## src/rtl/dma_mem_responder.sv

```systemverilog
// ---------------------------------------------------------------------------
// dma_mem_responder
//
// Services one DMA transfer at a time against a single-port 64-bit SRAM that
// has 1-cycle read latency.
// - Writes stream in on wr_*. Each accepted beat goes straight to the SRAM in
//   the same cycle.
// - Reads issue one SRAM access, wait one cycle for the data, then present the
//   word on rd_*. This gives one word every 3 cycles when the consumer never
//   stalls.
// - Every request ends with a one-cycle ack. err is set on that ack if the
//   request was rejected.
// - After the ack, the block waits for req to drop before it accepts another
//   request.
//
// Ports
//   clk, rst_n                  clock, asynchronous active-low reset
//   req, rw, addr, len          request: level req, 1=write, byte address,
//                               length in 64-bit words
//   ack, err, busy              completion pulse, reject flag, in-flight flag
//   wr_valid, wr_data, wr_ready write data stream (into memory)
//   rd_valid, rd_data, rd_ready read data stream (out of memory)
//   mem_en, mem_we, mem_addr,   SRAM port (word addressed)
//   mem_wdata, mem_rdata
// ---------------------------------------------------------------------------
module dma_mem_responder #(
  parameter int ADDR_W  = 13,
  parameter int MAX_LEN = 8192
) (
  input  logic              clk,
  input  logic              rst_n,
  input  logic              req,
  input  logic              rw,
  input  logic [47:0]       addr,
  input  logic [31:0]       len,
  output logic              ack,
  output logic              err,
  output logic              busy,
  input  logic              wr_valid,
  input  logic [63:0]       wr_data,
  output logic              wr_ready,
  output logic              rd_valid,
  output logic [63:0]       rd_data,
  input  logic              rd_ready,
  output logic              mem_en,
  output logic              mem_we,
  output logic [ADDR_W-1:0] mem_addr,
  output logic [63:0]       mem_wdata,
  input  logic [63:0]       mem_rdata
);

  typedef enum logic [2:0] {
    IDLE, WRITE, RD_ISSUE, RD_WAIT, RD_OUT, ACK, DROP
  } state_t;

  state_t              state_q, state_d;
  logic [ADDR_W-1:0]   base_q, base_d;
  logic [31:0]         len_q, len_d;
  logic [31:0]         count_q, count_d;
  logic                err_q, err_d;
  logic [63:0]         rd_data_q, rd_data_d;

  logic [ADDR_W-1:0]   word_addr;
  logic                last_beat;
  logic                req_legal;

  // The byte offset within a word and the address bits above the SRAM range
  // take no part in addressing. The offset is only checked for alignment.
  logic unused_addr_bits;
  assign unused_addr_bits = ^addr[47:ADDR_W+3];

  // The sum is truncated to ADDR_W bits, so a burst that runs past the top
  // word wraps to word 0.
  assign word_addr = base_q + count_q[ADDR_W-1:0];
  assign last_beat = (count_q == len_q - 32'd1);
  assign req_legal = (len != 32'd0) && (len <= 32'(MAX_LEN)) &&
                     (addr[2:0] == 3'b000);

  assign rd_data = rd_data_q;

  always_comb begin
    state_d   = state_q;
    base_d    = base_q;
    len_d     = len_q;
    count_d   = count_q;
    err_d     = err_q;
    rd_data_d = rd_data_q;

    ack       = 1'b0;
    err       = 1'b0;
    busy      = (state_q != IDLE);
    wr_ready  = 1'b0;
    rd_valid  = 1'b0;
    mem_en    = 1'b0;
    mem_we    = 1'b0;
    mem_addr  = '0;
    mem_wdata = '0;

    case (state_q)
      IDLE: begin
        if (req) begin
          base_d  = addr[ADDR_W+2:3];
          len_d   = len;
          count_d = 32'd0;
          err_d   = !req_legal;
          if (!req_legal) state_d = ACK;
          else if (rw)    state_d = WRITE;
          else            state_d = RD_ISSUE;
        end
      end

      WRITE: begin
        wr_ready = 1'b1;
        if (wr_valid) begin
          mem_en    = 1'b1;
          mem_we    = 1'b1;
          mem_addr  = word_addr;
          mem_wdata = wr_data;
          count_d   = count_q + 32'd1;
          if (last_beat) state_d = ACK;
        end
      end

      RD_ISSUE: begin
        mem_en   = 1'b1;
        mem_addr = word_addr;
        state_d  = RD_WAIT;
      end

      RD_WAIT: begin
        // SRAM data for the access issued last cycle is valid now.
        rd_data_d = mem_rdata;
        state_d   = RD_OUT;
      end

      RD_OUT: begin
        rd_valid = 1'b1;
        if (rd_ready) begin
          count_d = count_q + 32'd1;
          state_d = last_beat ? ACK : RD_ISSUE;
        end
      end

      ACK: begin
        ack     = 1'b1;
        err     = err_q;
        state_d = DROP;
      end

      DROP: begin
        // A req that is still held from the finished transfer must not
        // start a second one.
        if (!req) state_d = IDLE;
      end

      default: state_d = IDLE;
    endcase
  end

  always_ff @(posedge clk or negedge rst_n) begin
    if (!rst_n) begin
      state_q   <= IDLE;
      base_q    <= '0;
      len_q     <= '0;
      count_q   <= '0;
      err_q     <= 1'b0;
      rd_data_q <= '0;
    end else begin
      state_q   <= state_d;
      base_q    <= base_d;
      len_q     <= len_d;
      count_q   <= count_d;
      err_q     <= err_d;
      rd_data_q <= rd_data_d;
    end
  end

endmodule

```

## config.mk

```make
export PLATFORM = sky130hd
export DESIGN_NAME = dma_mem_responder
export DESIGN_NICKNAME = d
export VERILOG_FILES = /design/src/rtl/dma_mem_responder.sv
export SDC_FILE = /design/constraint.sdc
export NUM_CORES = 1
export LEC_CHECK = 0
export CORE_UTILIZATION = 35
export CTS_CLUSTER_DIAMETER = 120
export CTS_CLUSTER_SIZE = 8
export DETAILED_ROUTE_END_ITERATION = 12
export PLACE_DENSITY_LB_ADDON = 0.1
export SYNTH_ARGS = -nofsm -noshare
export SYNTH_HDL_FRONTEND = slang
export SYNTH_SLANG_ARGS = --single-unit
```

## constraint.sdc

```tcl
create_clock -name clk -period 6.9 [get_ports clk]
set_input_delay 1.035 -clock clk [delete_from_list [all_inputs] [get_ports clk]]
set_output_delay 1.035 -clock clk [all_outputs]
set_load 0.02 [all_outputs]
```

Word level (Yosys, flattened, before mapping)
Index checks and enable logic that the tools add are counted.

Input port bits: 214. Memories kept: 0. Bits in read-only memories: 0. Flip-flop bits (word level): 145. Bits in latches: 0. Word-level logic and storage cells: 57. Output and inout bits: 148. RAM bits: 0.

Shift-type cells: 0. Bitwise operators: 0. Equal/unequal tests: 12. Mux-type cells: 24. Order comparisons: 1. $add $sub $neg: 3. Reductions and logical operators: 11. Divide/modulo/power cells: 0. Multipliers: 0.

Operators with widths (number): 64-bit two-way mux (2); 32-bit two-way mux (3); 32-bit one-hot mux with 3 select lines (1); 32-bit by 1-bit adder with 32-bit output (second input constant) (1); 32-bit equality test (1); 32-bit by 14-bit <= comparator with 1-bit output (second input constant) (1); 32-bit nonzero test (1); 32-bit by 1-bit subtractor with 32-bit output (second input constant) (1); 13-bit one-hot mux with 2 select lines (1); 3-bit two-way mux (7); 3-bit one-hot mux with 7 select lines (1); 13-bit adder (1); 13-bit two-way mux (1); 2-bit != test (second input constant) (5); 3-bit equality test (second input constant) (3); 3-bit by 2-bit equality test with 1-bit output (second input constant) (2); 3-bit logical NOT (2); 1-bit two-way mux (6); 3-bit nonzero test (2); 5-bit AND reduction (1); 4-bit AND reduction (1); 3-bit by 1-bit equality test with 1-bit output (second input constant) (1); 1-bit logical AND (2); 2-bit two-way mux (1); 3 further kinds (3).

Logic depth before layout (Yosys ltp)
Gate-level depths: netlist (run 1).

Depth after elaboration: 6. Gate-level depth with buffers: 12.

Worst setup path before layout (run 1)
No wires, ideal clock.

Path type: reg2out. From: register count_q[0]. To: output port mem_addr[12]. Required time: 5865 ps. Stages on the path, launching flop included: 11. Path slack: 3165 ps. Buffers on the path: 0. Arrival time: 2700 ps. Path through: dfrtp_1 -> ha_1 -> fa_1 -> a21o_1 -> a21oi_1 -> nor2b_1 -> o21a_1 -> o41ai_1 -> o21ai_1 -> a31oi_1 -> mux2_1.

Word-level cells in the longest chain between the ends: 3.

Ends and longest elaborated chain: start: declaration (RTL line 59) `logic [31:0] count_q, count_d;`; start signal: assignment (RTL line 172) `count_q <= count_d;`; 13-bit adder * (RTL line 74) `assign word_addr = base_q + count_q[ADDR_W-1:0];`; 13-bit two-way mux (RTL line 114) `if (wr_valid) begin`; 13-bit one-hot mux with 2 select lines * (RTL line 99) `case (state_q)`; end: declaration (RTL line 47) `output logic [ADDR_W-1:0] mem_addr,`.

Mark *: on every way between the ends. The rest lies on a longest branch, timed or not.

Worst setup path in the final report (run 1)
Ends and elaborated chain as after synthesis.

==> qor.yml, run 1 <==
critPathMaxFanout: 6
status: "completed"
dp_hpwl_um: 18800
drc_errors: 0
crit_arrival_ns: 3.91
fin_area_um2: 12400
grt_pass1_wl_um: 38900
syn-num-nets: 1024
met2_length_um: 11700
post-route-min-period_ns: 4.94
timing.fmax_ghz: 0.202
synth_edf_count: 0
num_rows: 55
power_switching_mw: 1.94
core_um2: 22900
p_sw_frac: 0.394
endpoint_kind: "primary output"
finalSetupViolations: 0
cts_tree: "yes"
diodes: 0
wl_met3_um: 1540
worstPathRequired_ns: 5.86
viasPerCell: 4.98
hold-worst-slack_ns: 0.497
clk_pin_slew_ns: 0.07
crit_type: "reg -> out"
finalNonFillerCells: 1430
rsz0062_at_grt: "no"
hold_path.class: "reg -> reg"
leakagePower_nw: 5.24
avgSynthCellArea_um2: 10.4
layout_commonest_cell: "clkdlybuf4s50_1"
yosysUniqueCellTypes: 69
post_cts_resized: 0
final_cell_mix: "328 x clkdlybuf4s50_1, 145 x dfrtp_1, 93 x mux2_2"
ys.flop_type: "dfrtp_1"
tns_ns: 0
grt_remaining_overflow: 0
intPower_mw: 2.99
cp-start-kind: "flop"
fp.dieArea_um2: 24200
drive_above_1_share: 0.129
antenna_found_initial: 0
finalCritPeriodShare: 0.716
die_y_um: 156
max_slew_margin: 0.362
drtAntennaViolNets: 0
post_cts_buffers: 0
clk-insertion-delay-late_ns: 0.43
drtIter0Drc: 434
ys_warn_count: 0
grt_start_max_net_pins: 87
post_synth_inst_count: 795
worst_slew_pin_slew_ns: 0.948
root_buffer: "clkbuf_16"
holdBufCountCts: 0
maxSlewViolCount: 0
gp_congestion: 0.832
ys_seq_area_frac: 0.439
hold_viol_final: 0
dr.pass1.iters: 5
dr_total_vias: 7115
ys_ff_latch: 145
wl_um: 25200
cts_buffers: 17
area_delta_synth_final_pct: 50.7
port_buffers: 329
initial_core_util: 0.360
track_usage: 0.206
cap_violations: 0
die_w_um: 156
power.density_nw_per_um2: 396
cts_buffer_depth: 2
synthArstFlopShare: 1.00
placedCellCount: 1398
placed_cell_area_um2: 11800
vdd_drop_max_uv: 228
nNetsFinal: 1333
syn_area_um2: 8260
ios: 362
highest_layer: "met4"
clock_sinks: 145
clock_power_share: 0.200
skew_ns: 0.0139
htree_levels: 4
pwr-share-seq: 0.313
wl_met1_um: 11800
wl_per_cell_um: 17.6
grt_pass1_vias: 6989
combPwrFrac: 0.488
-- flip-flops by register name, summed over array words and instances, names as in the netlist --
name	count
rd_data	64
count_q	32
err_q	1
state_q	3
len_q	32
base_q	13
-- metal layers --
layer	up-vias	GRT usage
met4	0	0.0397
li1	3475	-
met1	3416	0.287
met2	209	0.322
met3	15	0.0533
met5	-	0
-- metrics by stage --
| stage | util | setup WS [ns] | power [mW] |
|---|---|---|---|
| floorplan | - | 3.17 | 2.93 |
| global placement | 0.516 | 2.24 | 3.93 |
| detailed placement | 0.516 | 2.25 | 3.96 |
| CTS | 0.543 | 1.95 | 4.97 |
| global route | 0.543 | 1.79 | 5.21 |
| finish | 0.543 | 1.96 | 4.93 |
-- Yosys cell counts (4+ instances only) --
master	count	area, um^2
nor2_1	66	248
clkbuf_1	39	146
nor3_1	14	70.1
xnor2_1	34	298
or3_1	7	43.8
and3_1	74	463
o21ai_0	16	80.1
inv_1	16	60.1
o21ai_1	5	25.0
and2_1	9	56.3
nand2b_1	8	50.1
dfrtp_1	145	3630
and4_1	5	43.8
nand3b_1	4	30.0
a31oi_1	4	25.0
mux2_2	93	1050
mux2_1	14	158
nand4_1	15	93.8
ha_1	14	175
a21o_1	6	45.0
nor2b_1	12	75.1
nand2_1	42	158
xor2_1	37	324
nand3_1	18	90.1
nand4b_1	5	43.8
nor4_1	15	93.8
a21oi_1	18	90.1
-- critical path: stages (launching register included) --
cell and delay [ns]:
dfrtp_1 0.46, ha_1 0.25, fa_1 0.40, a21o_1 0.18, a21oi_1 0.17, nor2b_1 0.08
o21a_1 0.19, o41ai_1 0.46, o21ai_1 0.20, a31oi_1 0.22, mux2_1 0.33, clkdlybuf4s50_1 0.53
-- final cells by class --
cell class,count,area [um^2]
fill,2056,10500
timing repair buffer,333,3320
sequential,145,3630
tap,313,392
clock buffer,18,439
clock inverter,14,185
multi-input combinational,591,4420
inverter,16,60.1
-- worst paths after layout --
| kind | startpoint | endpoint | slack, ns | cells after the start |
|---|---|---|---|---|
| max | count_q[0] | mem_addr[12] | 1.96 | 11 |
| min | base_q[5] | base_q[5] | 0.50 | 1 |
| max reg2reg | len_q[4] | state_q[2] | 3.60 | 8 |
| min reg2reg | base_q[5] | base_q[5] | 0.50 | 1 |
| max in group asynchronous | rst_n | count_q[16] | 4.96 | 2 |
| min in group asynchronous | rst_n | rd_data[33] | 0.64 | 1 |
-- power groups by stage --
stage	Clock (mW)	Combinational [mW]	Sequential (mW)
5_1_grt	1.04	2.57	1.60
6_report	0.983	2.40	1.54
4_1_cts	1.01	2.42	1.54
2_1_floorplan	0	1.26	1.67
3_3_place_gp	0	2.39	1.54
3_5_place_dp	0	2.40	1.55
-- logic make-up (layout without fill, tap and decap cells) --
kind of cell / Yosys count / count (layout) / share of synthesized area
flops: 145 / 145 / 0.439
simple gates: 313 / 313 / 0.215
compound gates: 82 / 82 / 0.0689
mux: 110 / 110 / 0.150
fa+ha+maj: 15 / 15 / 0.0236
buf+inv: 59 / 381 / 0.0283
xor+xnor: 71 / 71 / 0.0753
(Power assumes the default switching activity.)
==> run 2, diff against run 1 <==
clock period = 4.4 ns   (was 6.9 ns; I/O delays follow)
==> run 2 against run 1 <==
Against the previous run:
- clock skew is 0.0027 ns higher
- setup slack worse by 1.7 ns
- cell count is 0.28% higher
- routed wire length is 0.18% higher
- critical path type unchanged
==> qor.yml, run 2 (synthesized netlist as in run 1, its figures left out) <==
leakagePower_nw: 5.29  # +0.92%
drtIter0Drc: 473  # +9.0%
finalCritPeriodShare: 0.939
maxSlewViolCount: 0  # unchanged
worst_slew_pin_slew_ns: 0.939  # -0.00884 ns
nFillCells: 2082  # +1.3%
power.density_nw_per_um2: 616  # +56%
crit_type: "reg -> out"
placed_cell_area_um2: 11900  # +0.25%
slowest_delay_ns: 0.59  # +0.06 ns
largest_reg_flops: 64  # unchanged
setup_ws_ns: 0.269  # -1.69 ns
cts_buffers: 17  # unchanged
htree_levels: 4  # unchanged
timing.fmax_ghz: 0.242
grt_start_max_net_pins: 86  # -1.1%
wl_per_cell_um: 17.6  # about the same
max_slew_margin: 0.374  # +0.0117
hold_viol_final: 0  # unchanged
clk-insertion-delay-late_ns: 0.43  # about the same
hold_path.class: "in -> async"
gp_congestion: 0.860  # +3.4%
vdd_drop_max_uv: 326  # +43%
fin_util: 0.545  # +0.00180
skew_ns: 0.0166  # +0.00269 ns
diodes: 0  # unchanged
port_buffers: 329  # unchanged
grt_remaining_overflow: 0  # unchanged
fin_area_um2: 12500  # +0.33%
clock_sinks: 145  # unchanged
p_total_mw: 7.69  # +56%
initial_core_util: 0.360  # unchanged
drive_above_1_share: 0.134  # +0.00489
fp.dieArea_um2: 24200  # unchanged
antenna_found_initial: 0  # unchanged
root_buffer: "clkbuf_16"
dr_total_vias: 7138  # +0.32%
track_usage: 0.209  # +0.00298
core_um2: 22900  # unchanged
pre_cts_slack_ns: 0.300  # -1.95 ns
cap_violations: 0  # unchanged
nNetsFinal: 1337  # +0.30%
holdBufCountCts: 0  # unchanged
num_rows: 55  # unchanged
cts_buffer_depth: 2  # unchanged
die_w_um: 156  # unchanged
area_delta_synth_final_pct: 51.2
worstPathRequired_ns: 3.74  # -2.12 ns
die_y_um: 156  # unchanged
hold-worst-slack_ns: 0.292  # -0.206 ns
cts_tree: "yes"
r2r-start: "len_q[10]"
cp_slowest_cell: "clkdlybuf4s50_1"
placedCellCount: 1402  # +0.29%
clk_pin_slew_ns: 0.07  # about the same
grt_pass1_vias: 7068  # +1.1%
critPathMaxFanout: 6  # unchanged
drc_errors: 0  # unchanged
wl_um: 25300  # +0.18%
drtAntennaViolNets: 0  # unchanged
post-route-min-period_ns: 4.13
finalSetupViolations: 0  # unchanged
endpoint_kind: "primary output"
dr.pass1.iters: 4  # -1
tns_ns: 0  # unchanged
crit_family: "compound AO/OA/AOI/OAI gates"
layout_commonest_cell: "clkdlybuf4s50_1"
critPathLaunch: "count_q[0]"
grt_pass1_wl_um: 39400  # +1.3%
cp-start-kind: "flop"
rsz0062_at_grt: "no"
worst-path-buf-inv: 1  # unchanged
dp_hpwl_um: 19100  # +1.3%
viasPerCell: 4.98  # about the same
crit_chain: "ha_1 > fa_1 > a21o_1 > a21oi_1 > nor2b_1 > o21a_1 > o41ai_4 > o21ai_1 > xor2_1 > and2_1 > clkdlybuf4s50_1"
final_cell_mix: "327 x clkdlybuf4s50_1, 145 x dfrtp_1, 93 x mux2_2"
ios: 362  # unchanged
finalNonFillerCells: 1434  # +0.28%
status: "completed"
crit_arrival_ns: 3.47  # -0.44 ns
## run 2: report_power, final
part           internal, mW  total [mW]  switching [mW]
Combinational          1.93        3.79            1.86
Clock                 0.830        1.49           0.659
Sequential             1.88        2.41           0.535
## run 2: final cells by class
type / instances / area [um^2] / area share
clock buffers: 18 / 439 / 0.0352
clock inverters: 14 / 168 / 0.0134
inverters: 16 / 60.1 / 0.00481
multi-input cells: 591 / 4440 / 0.356
flip-flops and latches: 145 / 3630 / 0.291
well taps: 313 / 392 / 0.0314
repair buffers: 337 / 3360 / 0.269
## run 2: path summary, 6_finish.rpt
check	endpoint	slack [ns]	cells after the start
max	mem_addr[10]	0.27	11
min	base_q[8]	0.29	1
max reg2reg	state_q[1]	1.20	8
min reg2reg	base_q[2]	0.50	1
max in group asynchronous	rd_data[24]	3.12	2
min in group clk	base_q[2]	0.50	1
## run 2: timing repair
item / CTS / global route
pin swaps: 0 / 0
buffers inserted: 0 / 0
resized for setup: 2 / 2
endpoints found under the setup margin: 1 / 2
## run 2: metal layers
metal / vias up / global-route usage / routed length, um
met5: - / 0 / 0
met4: 0 / 0.0285 / 153
met3: 20 / 0.0694 / 1820
met2: 200 / 0.325 / 11800
met1: 3428 / 0.288 / 11500
li1: 3490 / - / -
==> run 3, diff against run 2 <==
SLEW_MARGIN = 5   (was unset)
==> results of run 3 <==
Final layout, timing and power as in run 2 (identical DEF).
